**config.mk**
```make
export PLATFORM = sky130hd
export DESIGN_NAME = decode_src_ctrl
export DESIGN_NICKNAME = d
export VERILOG_FILES = /design/src/rtl/decode_src_ctrl.sv
export SDC_FILE = /design/constraint.sdc
export NUM_CORES = 1
export LEC_CHECK = 0
export BUFFER_PORTS_ARGS = -buffer_cell sky130_fd_sc_hd__buf_2
export CAP_MARGIN = 10
export CORE_MARGIN = 2
export CORE_UTILIZATION = 49
export CTS_CLUSTER_SIZE = 24
export DETAILED_ROUTE_END_ITERATION = 8
export PLACE_DENSITY_LB_ADDON = 0.2
export SETUP_SLACK_MARGIN = 0.2
export SLEW_MARGIN = 20
export SYNTH_ARGS = -nofsm -noshare
export SYNTH_HDL_FRONTEND = slang
export SYNTH_SLANG_ARGS = --single-unit
```
**constraint.sdc**
```tcl
create_clock -name clk -period 2.93 [get_ports clk]
set_clock_uncertainty 0.05 [all_clocks]
set_input_delay 0.1465 -clock clk [delete_from_list [all_inputs] [get_ports clk]]
set_output_delay 0.1465 -clock clk [all_outputs]
set_load 0.02 [all_outputs]
```
**src/rtl/decode_src_ctrl.sv**
```systemverilog
`default_nettype none
//------------------------------------------------------------------------------
// Module  : decode_src_ctrl
// Brief   : Source-side job controller for the decoder: tracks remaining 64-bit
//           words, flushes leftovers after an early end-of-stream, and times out
//           a missing end-of-stream. Optional RUN cycle counter under macro
//           DECODE_SRC_CTRL_STAT_EN.
// Revision: 1.0 - initial release
//------------------------------------------------------------------------------
module decode_src_ctrl #(
   parameter int CNT_WIDTH = 20,
   parameter int TO_CYCLES = 256
) (
   input  logic                 clk,
   input  logic                 rst_n,
   input  logic                 start,
   input  logic [CNT_WIDTH-1:0] src_len,
   input  logic                 abort,
   input  logic                 m_src_empty,
   input  logic                 dp_getn,
   input  logic                 dec_done,
   output logic                 ce,
   output logic                 m_last,
   output logic                 flush_getn,
   output logic                 busy,
   output logic                 done,
   output logic                 err,
   output logic [CNT_WIDTH-3:0] words_left,
   output logic [31:0]          stat_cycles
);

   localparam int c_ww   = CNT_WIDTH - 2;
   localparam int c_to_w = (TO_CYCLES > 1) ? $clog2(TO_CYCLES) : 1;
   localparam logic [c_to_w-1:0] c_to_last = c_to_w'(TO_CYCLES - 1);

   typedef enum logic [2:0] {
      S_IDLE  = 3'd0,
      S_LOAD  = 3'd1,
      S_RUN   = 3'd2,
      S_FLUSH = 3'd3,
      S_WAIT  = 3'd4,
      S_DONE  = 3'd5
   } state_t;

   state_t              r_state, w_state_nxt;
   logic [c_ww-1:0]     r_words, w_words_nxt, w_words_dec, w_len_words;
   logic [c_to_w-1:0]   r_to_cnt, w_to_nxt;
   logic                r_err, w_err_nxt;
   logic                r_ce, r_busy, r_done, r_m_last;
   logic                w_pop, w_flush_pop;

   // Round the byte count up to whole 64-bit words.
   assign w_len_words = {1'b0, src_len[CNT_WIDTH-1:3]}
                      + {{(c_ww-1){1'b0}}, |src_len[2:0]};

   assign w_pop       = !dp_getn && ((r_state == S_LOAD) || (r_state == S_RUN))
                        && (r_words != '0);
   assign w_flush_pop = (r_state == S_FLUSH) && !m_src_empty && (r_words != '0) && !abort;
   assign w_words_dec = (w_pop || w_flush_pop) ? (r_words - c_ww'(1)) : r_words;

   always_comb begin
      w_state_nxt = r_state;
      w_words_nxt = w_words_dec;
      w_err_nxt   = r_err;
      w_to_nxt    = r_to_cnt;
      if (abort) begin
         w_state_nxt = S_IDLE;
         w_words_nxt = r_words;
      end else begin
         case (r_state)
            S_IDLE: begin
               if (start) begin
                  w_err_nxt   = 1'b0;
                  w_words_nxt = w_len_words;
                  w_state_nxt = (src_len == '0) ? S_DONE : S_LOAD;
               end
            end
            S_LOAD: w_state_nxt = S_RUN;
            S_RUN: begin
               // A same-cycle pop is already folded into w_words_dec.
               if (dec_done) begin
                  if (w_words_dec == '0) begin
                     w_state_nxt = S_DONE;
                  end else begin
                     w_err_nxt   = 1'b1;
                     w_state_nxt = S_FLUSH;
                  end
               end else if (r_words == '0) begin
                  w_state_nxt = S_WAIT;
                  w_to_nxt    = '0;
               end
            end
            S_WAIT: begin
               if (!dp_getn) w_err_nxt = 1'b1;
               if (dec_done) begin
                  w_state_nxt = S_DONE;
               end else if (r_to_cnt == c_to_last) begin
                  w_err_nxt   = 1'b1;
                  w_state_nxt = S_DONE;
               end else begin
                  w_to_nxt = r_to_cnt + c_to_w'(1);
               end
            end
            S_FLUSH: begin
               if (w_words_dec == '0) w_state_nxt = S_DONE;
            end
            S_DONE:  w_state_nxt = S_IDLE;
            default: w_state_nxt = S_IDLE;
         endcase
      end
   end

   always_ff @(posedge clk or negedge rst_n) begin
      if (!rst_n) begin
         r_state  <= S_IDLE;
         r_words  <= '0;
         r_err    <= 1'b0;
         r_to_cnt <= '0;
         r_ce     <= 1'b0;
         r_busy   <= 1'b0;
         r_done   <= 1'b0;
         r_m_last <= 1'b0;
      end else begin
         r_state  <= w_state_nxt;
         r_words  <= w_words_nxt;
         r_err    <= w_err_nxt;
         r_to_cnt <= w_to_nxt;
         r_ce     <= (w_state_nxt == S_LOAD) || (w_state_nxt == S_RUN);
         r_busy   <= (w_state_nxt == S_LOAD) || (w_state_nxt == S_RUN)
                  || (w_state_nxt == S_FLUSH) || (w_state_nxt == S_WAIT);
         r_done   <= (w_state_nxt == S_DONE);
         r_m_last <= ((w_state_nxt == S_LOAD) || (w_state_nxt == S_RUN)
                  || (w_state_nxt == S_WAIT)) && (w_words_nxt <= c_ww'(1));
      end
   end

   assign ce         = r_ce;
   assign busy       = r_busy;
   assign done       = r_done;
   assign m_last     = r_m_last;
   assign err        = r_err;
   assign words_left = r_words;
   assign flush_getn = !w_flush_pop;

`ifdef DECODE_SRC_CTRL_STAT_EN
   logic [31:0] r_stat;

   always_ff @(posedge clk or negedge rst_n) begin
      if (!rst_n) begin
         r_stat <= '0;
      end else if ((r_state == S_IDLE) && start && !abort) begin
         r_stat <= '0;
      end else if (r_state == S_RUN) begin
         r_stat <= r_stat + 32'd1;
      end
   end

   assign stat_cycles = r_stat;
`else
   assign stat_cycles = 32'd0;
`endif

endmodule
`default_nettype wire

```
==> flow_summary.json <==
{
  "n_antenna_cell": 0,
  "finalHoldViolCount": 0,
  "die_area_sq_um": 7370,
  "pins_over_their_slew_limit": 0,
  "arrival_ps": 3250,
  "path_buf_inv": 3,
  "core_region_area_sq_um": 6420,
  "power-per-cell-area_nw_per_um2": 486,
  "grt_pass1_wl_um": 17300,
  "route.detailed.wl_per_inst_um": 18.9,
  "core_util_final_pct": 69.8,
  "yosys.cell_types.count": 77,
  "maxClockFrequency_mhz": 325,
  "r2r_start": "words_left[1]$_DFF_PN0_",
  "commonest_cells_after_routing_fill_and_taps_aside": "sky130_fd_sc_hd__buf_4, sky130_fd_sc_hd__buf_2, sky130_fd_sc_hd__nor2_1",
  "worstSetupStartpointType": "register",
  "final-setup-viol-count": 11,
  "global_route.peak_usage_layer": "met2",
  "cts_buffer_depth": 2,
  "fill_cells": 521,
  "worstSetupEndpointType": "register",
  "area_post_placement_sq_um": 4040,
  "overall_global_routing_resource_usage_pct": 29.7,
  "vertical_die_dimension_um": 85.8,
  "period_needed_ps": 3070,
  "post_drt_via_cell_ratio": 6.27,
  "use_met1_pct": 40.7,
  "layout.nets": 558,
  "cts.reportedPaths.clkPinSlew_ps": 80,
  "regToRegEndpoint": "r_to_cnt[7]$_DFFE_PN0P_",
  "globalplace.congestion": 1.03,
  "dp.final_hpwl_um": 8220,
  "postLayoutSetupSlackWorst_ps": -144,
  "clock_latency_ps": 290,
  "r2r_setup_slack_ps": -140,
  "layout.cell_area.non_filler_sq_um": 4480,
  "worst_max_slew_margin_expressed_relative_to_the_limit_pct": 41.3,
  "antenna_violations_before_repair": 0,
  "hold_path_startpoint": "dp_getn",
  "ys_warn_count": 0,
  "first_global_vias": 3482,
  "path_max_fanout": 6,
  "initial_core_util_pct": 51.1,
  "min_delay_path_depth": 2,
  "timing_worst_setup_path_type": "register to register",
  "postRouteAntennaNets": 0,
  "grt_start_max_net_pins": 42,
  "drive_gt1_share_pct": 38.9,
  "num_io_pins": 83,
  "dieWidth_um": 85.8,
  "cts_max_level": 2,
  "synth.yosys.seq_area_share_pct": 25.9,
  "tritoncts_num_sinks": 34,
  "required_ps": 3110,
  "violations": "design-rule violations, negative setup slack",
  "power_leakage_nw": 1.94,
  "clockRootBuffer": "sky130_fd_sc_hd__clkbuf_8",
  "grt-ovfl-total": 0,
  "cts_tree": "yes",
  "fin_tns_setup_ps": -946,
  "initialDrtViolationCount": 400,
  "final_cycle_utilization_of_the_critical_path_pct": 105,
  "detailroute.via_count": 3789,
  "worst_hold_path.endpoint": "err$_DFFE_PN0P_",
  "first_pass_iters": 9,
  "post-route-drc-count": 3,
  "worst_hold_path_type": "input port to register",
  "critical_path.max_stage_delay_ps": 490,
  "status": "complete, but fails checks",
  "worst_r2r_path_depth": 13,
  "use_met3_pct": 6.54,
  "syn_area_per_cell_sq_um": 8.16,
  "irDropWorstVdd_mv": 0.264,
  "placementRows": 29,
  "netlist_area_sq_um": 3280,
  "syn2layout_area_growth_pct": 36.7,
  "drv_cap": 0,
  "tritoncts.num_buffers": 5,
  "ys_async_rst_share_pct": 100,
  "synth_enable_flop_cells": 0,
  "postSynthRegisterBits": 34,
  "io_buf_count": 50,
  "ys.flop_type": "sky130_fd_sc_hd__dfrtp_1",
  "worstMarginPinSlew_ps": 881,
  "synthCells": 402,
  "max_stage_delay_cell_worst_path": "sky130_fd_sc_hd__or4b_4",
  "post-layout-total-power_mw": 2.18,
  "worstPathCellList": "inv_2 -> ha_4 -> or4b_4 -> nor3_4 -> buf_6 -> a21oi_4 -> and4b_1 -> o32a_1 -> a31o_1 -> and2_4 -> buf_6 -> a31oi_1 -> a31o_1",
  "most_common_cell_after_layout_fill_and_taps_aside": "sky130_fd_sc_hd__buf_4",
  "grtUsageMet2_pct": 46.8,
  "drt_wl_total_um": 11400,
  "cpLargestDelayFamily": "simple AND/OR/NAND/NOR gates",
  "rsz_0062_raised_after_global_routing": "yes"
}
==> where the power goes <==
part           switching (mW)  leakage, nW  internal, mW  total [mW]
Sequential             0.0877        0.410         0.543       0.631
Combinational           0.646         1.47         0.438        1.08
Clock                   0.193       0.0573         0.273       0.466
==> per-stage QoR <==
stage,cells,hold WS (ps),setup WS (ps)
2_1_floorplan,433,-199,-3.65
3_3_place_gp,581,238,-116
3_5_place_dp,581,251,-151
4_1_cts,596,22.6,-61.0
5_1_grt,604,19.7,-253
6_report,604,18.7,-144
==> synthesized netlist by cell type (6+ instances only) <==
library cell,instances,area (sq um)
sky130_fd_sc_hd__or4_1,6,45.0
sky130_fd_sc_hd__nor2_1,41,154
sky130_fd_sc_hd__o21ai_0,10,50.1
sky130_fd_sc_hd__nor3_1,12,60.1
sky130_fd_sc_hd__nand2_1,19,71.3
sky130_fd_sc_hd__buf_2,9,45.0
sky130_fd_sc_hd__o22a_1,10,87.6
sky130_fd_sc_hd__and3_1,10,62.6
sky130_fd_sc_hd__nor4_1,11,68.8
sky130_fd_sc_hd__a31o_1,7,61.3
sky130_fd_sc_hd__xnor2_1,13,114
sky130_fd_sc_hd__buf_4,32,240
sky130_fd_sc_hd__or3_1,6,37.5
sky130_fd_sc_hd__a31oi_1,12,75.1
sky130_fd_sc_hd__a21oi_1,21,105
sky130_fd_sc_hd__a32oi_1,7,61.3
sky130_fd_sc_hd__inv_1,19,71.3
sky130_fd_sc_hd__nand3_1,13,65.1
sky130_fd_sc_hd__dfrtp_1,34,851
sky130_fd_sc_hd__clkbuf_1,8,30.0
==> routing by layer <==
layer / up-vias / share of wire [%] / routed length [um]
li1: 1708 / - / -
met1: 1791 / 41 / 4650
met2: 256 / 45 / 5160
met3: 34 / 11 / 1280
met4: 0 / 3.1 / 350
met5: - / 0 / 0
==> flip-flops by register name, summed over array words and instances, names as in the netlist <==
name	count
words_left	18
busy	1
done	1
err	1
r_state	3
ce	1
r_to_cnt	8
m_last	1
==> kinds of logic (layout without fill, tap and decap cells) <==
logic type / count (synthesis) / in the layout / synth area share (%)
AOI/OAI and AO/OA: 111 / 112 / 25.2
xor gates and xnor gates: 18 / 18 / 4.81
adders and majority gates: 4 / 4 / 1.53
buffers and inverters: 72 / 165 / 12.9
DFF: 34 / 34 / 25.9
muxes: 1 / 1 / 0.305
other: 1 / 32 / 0.114
and+or+nand+nor: 161 / 161 / 29.1
==> how the worst max path moves through the flow <==
stage                            start                 endpoint  slack (ps)  depth (start not counted)
2_1_floorplan  words_left[0]$_DFF_PN0_  r_to_cnt[6]$_DFFE_PN0P_          -4                         12
4_1_cts        words_left[1]$_DFF_PN0_  r_to_cnt[6]$_DFFE_PN0P_         -60                         12
5_1_grt        words_left[1]$_DFF_PN0_         m_last$_DFF_PN0_        -250                         13
6_report       words_left[1]$_DFF_PN0_  r_to_cnt[7]$_DFFE_PN0P_        -140                         13
3_3_place_gp                src_len[1]         m_last$_DFF_PN0_        -120                         14
3_5_place_dp                src_len[1]         m_last$_DFF_PN0_        -150                         14
==> worst register-to-register path, stage by stage, from the launching register on <==
cell and delay, ps:
sky130_fd_sc_hd__dfrtp_2 410, sky130_fd_sc_hd__inv_2 70, sky130_fd_sc_hd__ha_4 130, sky130_fd_sc_hd__or4b_4 490
sky130_fd_sc_hd__nor3_4 180, sky130_fd_sc_hd__buf_6 140, sky130_fd_sc_hd__a21oi_4 60, sky130_fd_sc_hd__and4b_1 190
sky130_fd_sc_hd__o32a_1 370, sky130_fd_sc_hd__a31o_1 290, sky130_fd_sc_hd__and2_4 200, sky130_fd_sc_hd__buf_6 140
sky130_fd_sc_hd__a31oi_1 160, sky130_fd_sc_hd__a31o_1 140
==> cell type report <==
class | instances | area (sq um) | area share (%)
Multi-Input combinational cell | 328 | 2380 | 53.1
Timing Repair Buffer | 139 | 967 | 21.6
Sequential cell | 34 | 857 | 19.1
Tap cell | 77 | 96.3 | 2.15
Clock buffer | 6 | 82.6 | 1.84
Inverter | 19 | 71.3 | 1.59
Clock inverter | 1 | 30.0 | 0.670
==> what timing repair did <==
action                                 4_1_cts  5_1_grt
pin swaps                                   10       12
setup endpoints to repair                   14       15
resized for setup                           15       28
hold buffers                                 1        0
gates cloned                                 1        0
endpoints found under the hold margin       34        0
buffers inserted                             6        8
No activity file was read; power rests on OpenSTA's default activity.
